==> config.mk <==
export PLATFORM = sky130hd
export DESIGN_NAME = memory_bank_arbiter
export DESIGN_NICKNAME = d
export VERILOG_FILES = /design/src/rtl/memory_bank_arbiter.sv
export SDC_FILE = /design/constraint.sdc
export NUM_CORES = 1
export LEC_CHECK = 0
export BUFFER_PORTS_ARGS = -buffer_cell sky130_fd_sc_hd__buf_4
export CELL_PAD_IN_SITES_DETAIL_PLACEMENT = 0
export CELL_PAD_IN_SITES_GLOBAL_PLACEMENT = 2
export CORE_MARGIN = 5
export CORE_UTILIZATION = 35
export DETAILED_ROUTE_END_ITERATION = 10
export GPL_TIMING_DRIVEN = 0
export PLACE_DENSITY_LB_ADDON = 0.25
export SLEW_MARGIN = 0
export SYNTH_ARGS = -nofsm -noshare
export SYNTH_HDL_FRONTEND = slang
export SYNTH_SLANG_ARGS = --single-unit
==> constraint.sdc <==
create_clock -name clk -period 4.25 [get_ports clk]
set_clock_uncertainty 0.2 [all_clocks]
set_input_delay 0 -clock clk [delete_from_list [all_inputs] [get_ports clk]]
set_output_delay 0 -clock clk [all_outputs]
set_load 0.01 [all_outputs]
==> src/rtl/memory_bank_arbiter.sv <==
// Two-requester arbiter that owns the memory_bank_selector: picks a winner,
// reprograms the selector bank when needed, then holds a one-hot grant.
// Latency: grant one edge after arbitration on a bank hit, three edges on a
// bank change or on the first grant after reset. No backpressure: requesters
// hold req until done; a waiting requester forces release after HOLD_MAX cycles.
//
// Ports:
//   clk, rst_n          clock, asynchronous active-low reset
//   req[1:0]            level request per requester
//   req_bank0/1[1:0]    bank wanted by requester 0/1, sampled at arbitration only
//   gnt[1:0]            one-hot grant
//   sel_write_en        write strobe to the selector
//   sel_data[1:0]       bank value presented to the selector
//   cur_bank[1:0]       bank last written to the selector
//   busy                high whenever the arbiter is not idle
module memory_bank_arbiter #(
  parameter logic [3:0] HOLD_MAX = 4'd15
) (
  input  logic       clk,
  input  logic       rst_n,
  input  logic [1:0] req,
  input  logic [1:0] req_bank0,
  input  logic [1:0] req_bank1,
  output logic [1:0] gnt,
  output logic       sel_write_en,
  output logic [1:0] sel_data,
  output logic [1:0] cur_bank,
  output logic       busy
);

  typedef enum logic [1:0] {
    ST_IDLE   = 2'd0,
    ST_SWITCH = 2'd1,
    ST_SETTLE = 2'd2,
    ST_GRANT  = 2'd3
  } state_e;

  state_e     state_q, state_d;
  logic       owner_q, owner_d;
  logic       last_owner_q, last_owner_d;
  logic [1:0] tgt_q, tgt_d;
  logic [1:0] cur_bank_q, cur_bank_d;
  logic       bank_valid_q, bank_valid_d;
  logic [1:0] sel_data_q, sel_data_d;
  logic [3:0] hold_cnt_q, hold_cnt_d;

  logic       win_idx;
  logic [1:0] win_bank;
  logic       other_idx;
  logic [3:0] hold_cnt_inc;
  logic       hold_expired;

  // Arbitration: a lone requester wins; on contention the requester that did
  // not own the bus last time wins.
  always_comb begin
    win_idx = req[1];
    if (req == 2'b11) begin
      win_idx = ~last_owner_q;
    end
    win_bank = win_idx ? req_bank1 : req_bank0;
  end

  assign other_idx    = ~owner_q;
  assign hold_cnt_inc = (hold_cnt_q == HOLD_MAX) ? HOLD_MAX : (hold_cnt_q + 4'd1);
  // hold_cnt_inc counts the current grant cycle, so a forced release drops gnt
  // after exactly HOLD_MAX grant cycles.
  assign hold_expired = (hold_cnt_inc == HOLD_MAX);

  // State register
  always_ff @(posedge clk or negedge rst_n) begin
    if (!rst_n) begin
      state_q      <= ST_IDLE;
      owner_q      <= 1'b0;
      last_owner_q <= 1'b1;
      tgt_q        <= 2'b00;
      cur_bank_q   <= 2'b00;
      bank_valid_q <= 1'b0;
      sel_data_q   <= 2'b00;
      hold_cnt_q   <= 4'd0;
    end else begin
      state_q      <= state_d;
      owner_q      <= owner_d;
      last_owner_q <= last_owner_d;
      tgt_q        <= tgt_d;
      cur_bank_q   <= cur_bank_d;
      bank_valid_q <= bank_valid_d;
      sel_data_q   <= sel_data_d;
      hold_cnt_q   <= hold_cnt_d;
    end
  end

  // Next-state logic
  always_comb begin
    state_d      = state_q;
    owner_d      = owner_q;
    last_owner_d = last_owner_q;
    tgt_d        = tgt_q;
    cur_bank_d   = cur_bank_q;
    bank_valid_d = bank_valid_q;
    sel_data_d   = sel_data_q;
    hold_cnt_d   = hold_cnt_q;

    case (state_q)
      ST_IDLE: begin
        if (req != 2'b00) begin
          owner_d = win_idx;
          tgt_d   = win_bank;
          // The selector has no reset, so its bank is trusted only after we
          // have written it at least once.
          if (bank_valid_q && (win_bank == cur_bank_q)) begin
            state_d    = ST_GRANT;
            hold_cnt_d = 4'd0;
          end else begin
            state_d    = ST_SWITCH;
            sel_data_d = win_bank;
          end
        end
      end
      ST_SWITCH: begin
        state_d = ST_SETTLE;
      end
      ST_SETTLE: begin
        state_d      = ST_GRANT;
        cur_bank_d   = tgt_q;
        bank_valid_d = 1'b1;
        hold_cnt_d   = 4'd0;
      end
      ST_GRANT: begin
        hold_cnt_d = hold_cnt_inc;
        if (!req[owner_q] || (hold_expired && req[other_idx])) begin
          state_d      = ST_IDLE;
          last_owner_d = owner_q;
        end
      end
      default: begin
        state_d = ST_IDLE;
      end
    endcase
  end

  // Outputs, decoded from registered state only
  always_comb begin
    gnt          = 2'b00;
    sel_write_en = (state_q == ST_SWITCH);
    busy         = (state_q != ST_IDLE);
    if (state_q == ST_GRANT) begin
      gnt = owner_q ? 2'b10 : 2'b01;
    end
  end

  assign sel_data = sel_data_q;
  assign cur_bank = cur_bank_q;

endmodule

# == Yosys cells after proc, flatten, opt, wreduce, memory -nomap -nowiden ==
# Cells that the tools add are included.
# word_totals
ff_bits,15
input_bits,8
output_inout_bits,8
word_cells,53
# op_classes
n_addsub,1
magnitude_cmp,2
eq_ne,10
mux,16
bitwise,3
n_reduce_logical,13
# op_table
cell,count
2-to-1 mux 2 bit,6
2-to-1 mux 4 bit,3
case mux 4 bit (3 select lines),1
"== test 4 bit, second input constant",2
case mux 2 bit (4 select lines),1
"== test 2 bit, second input constant",3
"inequality test 2 bit, second input constant",3
AND reduction 2 bit,3
AND reduction 3 bit,2
2-to-1 mux 1 bit,5
"adder 4 x 1 -> 4 bit, second input constant",1
"< comparator 1 x 2 -> 1 bit, second input constant",2
nonzero test 2 bit,2
inverter 1 bit,3
nonzero test 3 bit,1
"== test 2 x 1 -> 1 bit, second input constant",1
== test 2 bit,1
logical AND 1 bit,2
logical NOT 2 bit,1
logical NOT 1 bit,1
logical OR 1 bit,1

# == Depth between registers and ports, before layout ==
# depth
ltp_word,8
mapped_depth,6
mapped_depth_nobuf,6

# == Least setup slack after synthesis ==
# Ideal clock, no wire load.
# synth_timing
path_type,flip-flop to flip-flop
start,register hold_cnt_q[0]
end,register state_q[1]
setup_ns,0.069
arrival_ns,1.886
required_ns,3.981
setup_slack_ns,2.095
stages_incl_launch_ff,7
path_buffers,0
period_less_slack_ns,2.155
cell_sequence,dfrtp_1 ha_1 and3b_1 a211o_1 o211a_1 or4b_1 nand3_1
# synth_between
elab_chain_len,7
elab_cells_between_ends,8
classes_between,add/sub: 1; eq/ne: 3; mux: 1; reduce/logical: 3
# synth_lines
element,line,rtl
start: declaration,45,"logic [3:0] hold_cnt_q, hold_cnt_d;"
start signal: assignment,88,hold_cnt_q <= hold_cnt_d;
adder 4 x 1 -> 4 bit or == test 4 bit (tied branches),64,assign hold_cnt_inc = (hold_cnt_q == HOLD_MAX) ? HOLD_MAX : (hold_cnt_q + 4'd1);
2-to-1 mux 4 bit (*),64,
== test 4 bit (*),67,assign hold_expired = (hold_cnt_inc == HOLD_MAX);
logical AND 1 bit (*),130,if (!req[owner_q] || (hold_expired && req[other_idx])) begin
logical OR 1 bit (*),130,
inequality test 2 bit (no line) (*),n/a,
AND reduction 2 bit (no line) (*),n/a,
end signal: assignment,81,state_q <= state_d;
end: declaration,38,"state_e state_q, state_d;"
# Mark *: on every way between the ends. The rest lies on a longest branch, timed or not.
# A chain may end at the register's enable or synchronous reset.

# == Final worst setup path ==
# Ends and elaborated chain as after synthesis.

==> results by group <==
Placed design
  • PortBufs: 15
  • Routability Congestion: 0.790
  • Post-DP HPWL: 1.72 mm

Clock tree
  • TritonCTS clock tree: yes
  • Clk buf depth: 2
  • CTS clk-pin slew, worst paths: 0.09 ns
  • Clock root buffer: clkbuf_4
  • Clock Latency Late Sink: 0.28 ns
  • CTS HTree Levels: 1
  • CTS Buf Count: 3
  • Sink Count: 15
  • Post-CTS Setup Bufs: 0

Final layout
  • Commonest cells after routing, fill and taps aside: 15 x buf_4, 14 x dfrtp_1, 9 x dlygate4sd3_1
  • Area Growth Syn to Fin: 26.7%
  • Nets: 144
  • Layout cells sized above 1: 23.1%
  • Antenna cell count: 0
  • Number of fill cells in the layout: 278
  • Most common cell after layout, fill and taps aside: buf_4

Routing
  • Wire per inst: 14.7 µm
  • Routed wire length: 2.37 mm
  • Via density: 5.29
  • Vias: 852
  • Pre-Repair DR Iteration Count: 5
  • Initial DRC count: 42
  • ANT nets after route: 0
  • DRC errors left: 0

STA
  • Worst-Margin Slew: 0.711 ns
  • Final Hold Viols: 0
  • Fin. max-slew vios: 0
  • Total Neg Setup Slack: 0 ns
  • Maximum clock rate: 423 MHz
  • Slew headroom: 52.4%
  • Final period util: 55.6%
  • Minimum clock period: 2.36 ns
  • RSZ-0062 raised after global routing: no
  • Setup-failing EPs final: 0

Min path
  • Hold Path Class: in -> reg

Critical path
  • Worst EP required: 4.27 ns
  • Type of destination of the critical path: register
  • Critical path class: reg -> reg
  • CP Max Fanout: 6
  • Critical path startpoint category: register
  • Crit path arrival time: 2.38 ns

Yosys
  • Sequential share of the synthesized area: 37.6%
  • Area fraction of the dominant cell type after synthesis: 35.0%
  • Yosys cell types: 38
  • Top_reg_cell synth: dfrtp_1
  • Synth area leaders: dfrtp_1 35%, ha_1 6.2%, mux2i_1 5.0%
  • Synthesized instance count: 102
  • Synth Register Bits: 15
  • Post-Syn Area per Cell: 9.83 µm²
  • Post-synth top area cell: dfrtp_1
  • Post-Syn Nets: 115
  • Ys async rst share: 100%
  • Cell Area, Synth: 0.00100 mm²
  • Yosys warning count: 0
  • Post-synth EDFFs: 0

Global routing
  • Antenna violations before repair: 0
  • Vias in the first global route: 889
  • Largest net degree at the start of global routing: 15
  • Global-route wire length before repair: 4.13 mm
  • Grt total ovfl: 0
  • GRT Total Usage: 13.0%

Power and ir drop
  • Total power: 0.781 mW
  • Pwr Density: 615 mW/mm²
  • Peak supply drop: 0.311 mV
  • LEAKAGE: 0.580 nW

Job
  • Total of max-cap violations: 0

Die
  • Starting Density: 36.3%
  • FP Rows: 19
  • Die width: 63.5 µm
  • Number of I/O pins: 16
  • Core Box Area: 0.00276 mm²
  • Area of the die: 0.00403 mm²
  • Die Ht: 63.5 µm

Status
  • Status: finished clean
[state kept, by name (all words and copies together), names as in the netlist]
signal,count
state_q,2
tgt_q,2
bank_valid_q,1
owner_q,1
hold_cnt_q,4
last_owner_q,1
cur_bank,2
sel_data,2
[synth_stat cells, types with 3 or more instances]
| master | number |
|---|---|
| nor2_1 | 5 |
| o32a_1 | 3 |
| inv_1 | 8 |
| ha_1 | 5 |
| dfrtp_1 | 14 |
| mux2i_1 | 5 |
| clkbuf_1 | 3 |
| nand3_1 | 5 |
| nand2b_1 | 7 |
| nand2_1 | 4 |
| a21oi_1 | 3 |
| o21ai_0 | 6 |
| mux2_2 | 4 |
[logic make-up after synthesis]
logic type	count (synthesis)	synth area share, %
XOR/XNOR	1	0.874
adder cells (fa/ha/maj)	5	6.24
buffers and inverters	11	4.12
flip-flops	15	37.6
AO/OA/AOI/OAI	24	19.7
AND/OR/NAND/NOR	36	20.6
multiplexers	10	10.9
[timing repair]
item | in CTS | in global routing
resized for setup | 0 | 0
hold buffers | 9 | 0
hold endpoints to repair | 21 | 0
[per-layer routing]
metal / routed length [µm] / GRT usage [%] / share of wire, %
met2: 1230 / 22.2 / 52
met3: 58 / 2.66 / 2.5
met1: 1060 / 16.1 / 45
met4: 17 / 3.90 / 0.72
met5: 0 / 0 / 0
[where the power goes]
group	switching (mW)	internal (mW)	leakage, nW
logic	0.224	0.215	0.383
registers	0.0528	0.205	0.182
clock network	0.0475	0.0364	0.0150
[final timing paths]
kind                               startpoint           end  slack, ns  depth (start not counted)
worst max register to register  hold_cnt_q[0]    state_q[1]       1.89                          6
worst min-delay path             req_bank1[1]    state_q[1]       0.12                          6
worst max-delay path            hold_cnt_q[0]    state_q[1]       1.89                          6
worst min register to register       tgt_q[1]      tgt_q[1]       0.30                          2
min in group asynchronous               rst_n  last_owner_q       0.53                          3
max in group asynchronous               rst_n   sel_data[1]       2.21                          4
[cell type report]
type / instances / area, µm² / share of cell area, %
clock buffer: 4 / 26.3 / 2.07
inverter: 8 / 30.0 / 2.36
multi-input combinational: 76 / 584 / 46.0
sequential: 15 / 377 / 29.7
timing repair buffer: 24 / 203 / 16.0
buffer: 3 / 11.3 / 0.887
tap: 31 / 38.8 / 3.05
[worst max-delay path: stages, from the launching register on]
cell,delay (ns)
dfrtp_1,0.45
ha_1,0.29
and3b_1,0.22
a211o_1,0.28
o211a_1,0.28
or4b_1,0.49
nand3_1,0.10
[per-stage QoR]
stage                     cells  util [%]  hold WS [ns]  setup WS [ns]  cell area, µm²
after global routing        161      46.1         0.155           1.78            1270
final                       161      46.1         0.116           1.89            1270
after floorplan             102         -        -0.496           2.10            1000
after detailed placement    148      41.8        -0.325           1.90            1150
after CTS                   161      46.1         0.116           1.88            1270
after global placement      148      41.8        -0.327           1.92            1150
No activity file was read; power rests on OpenSTA's default activity.
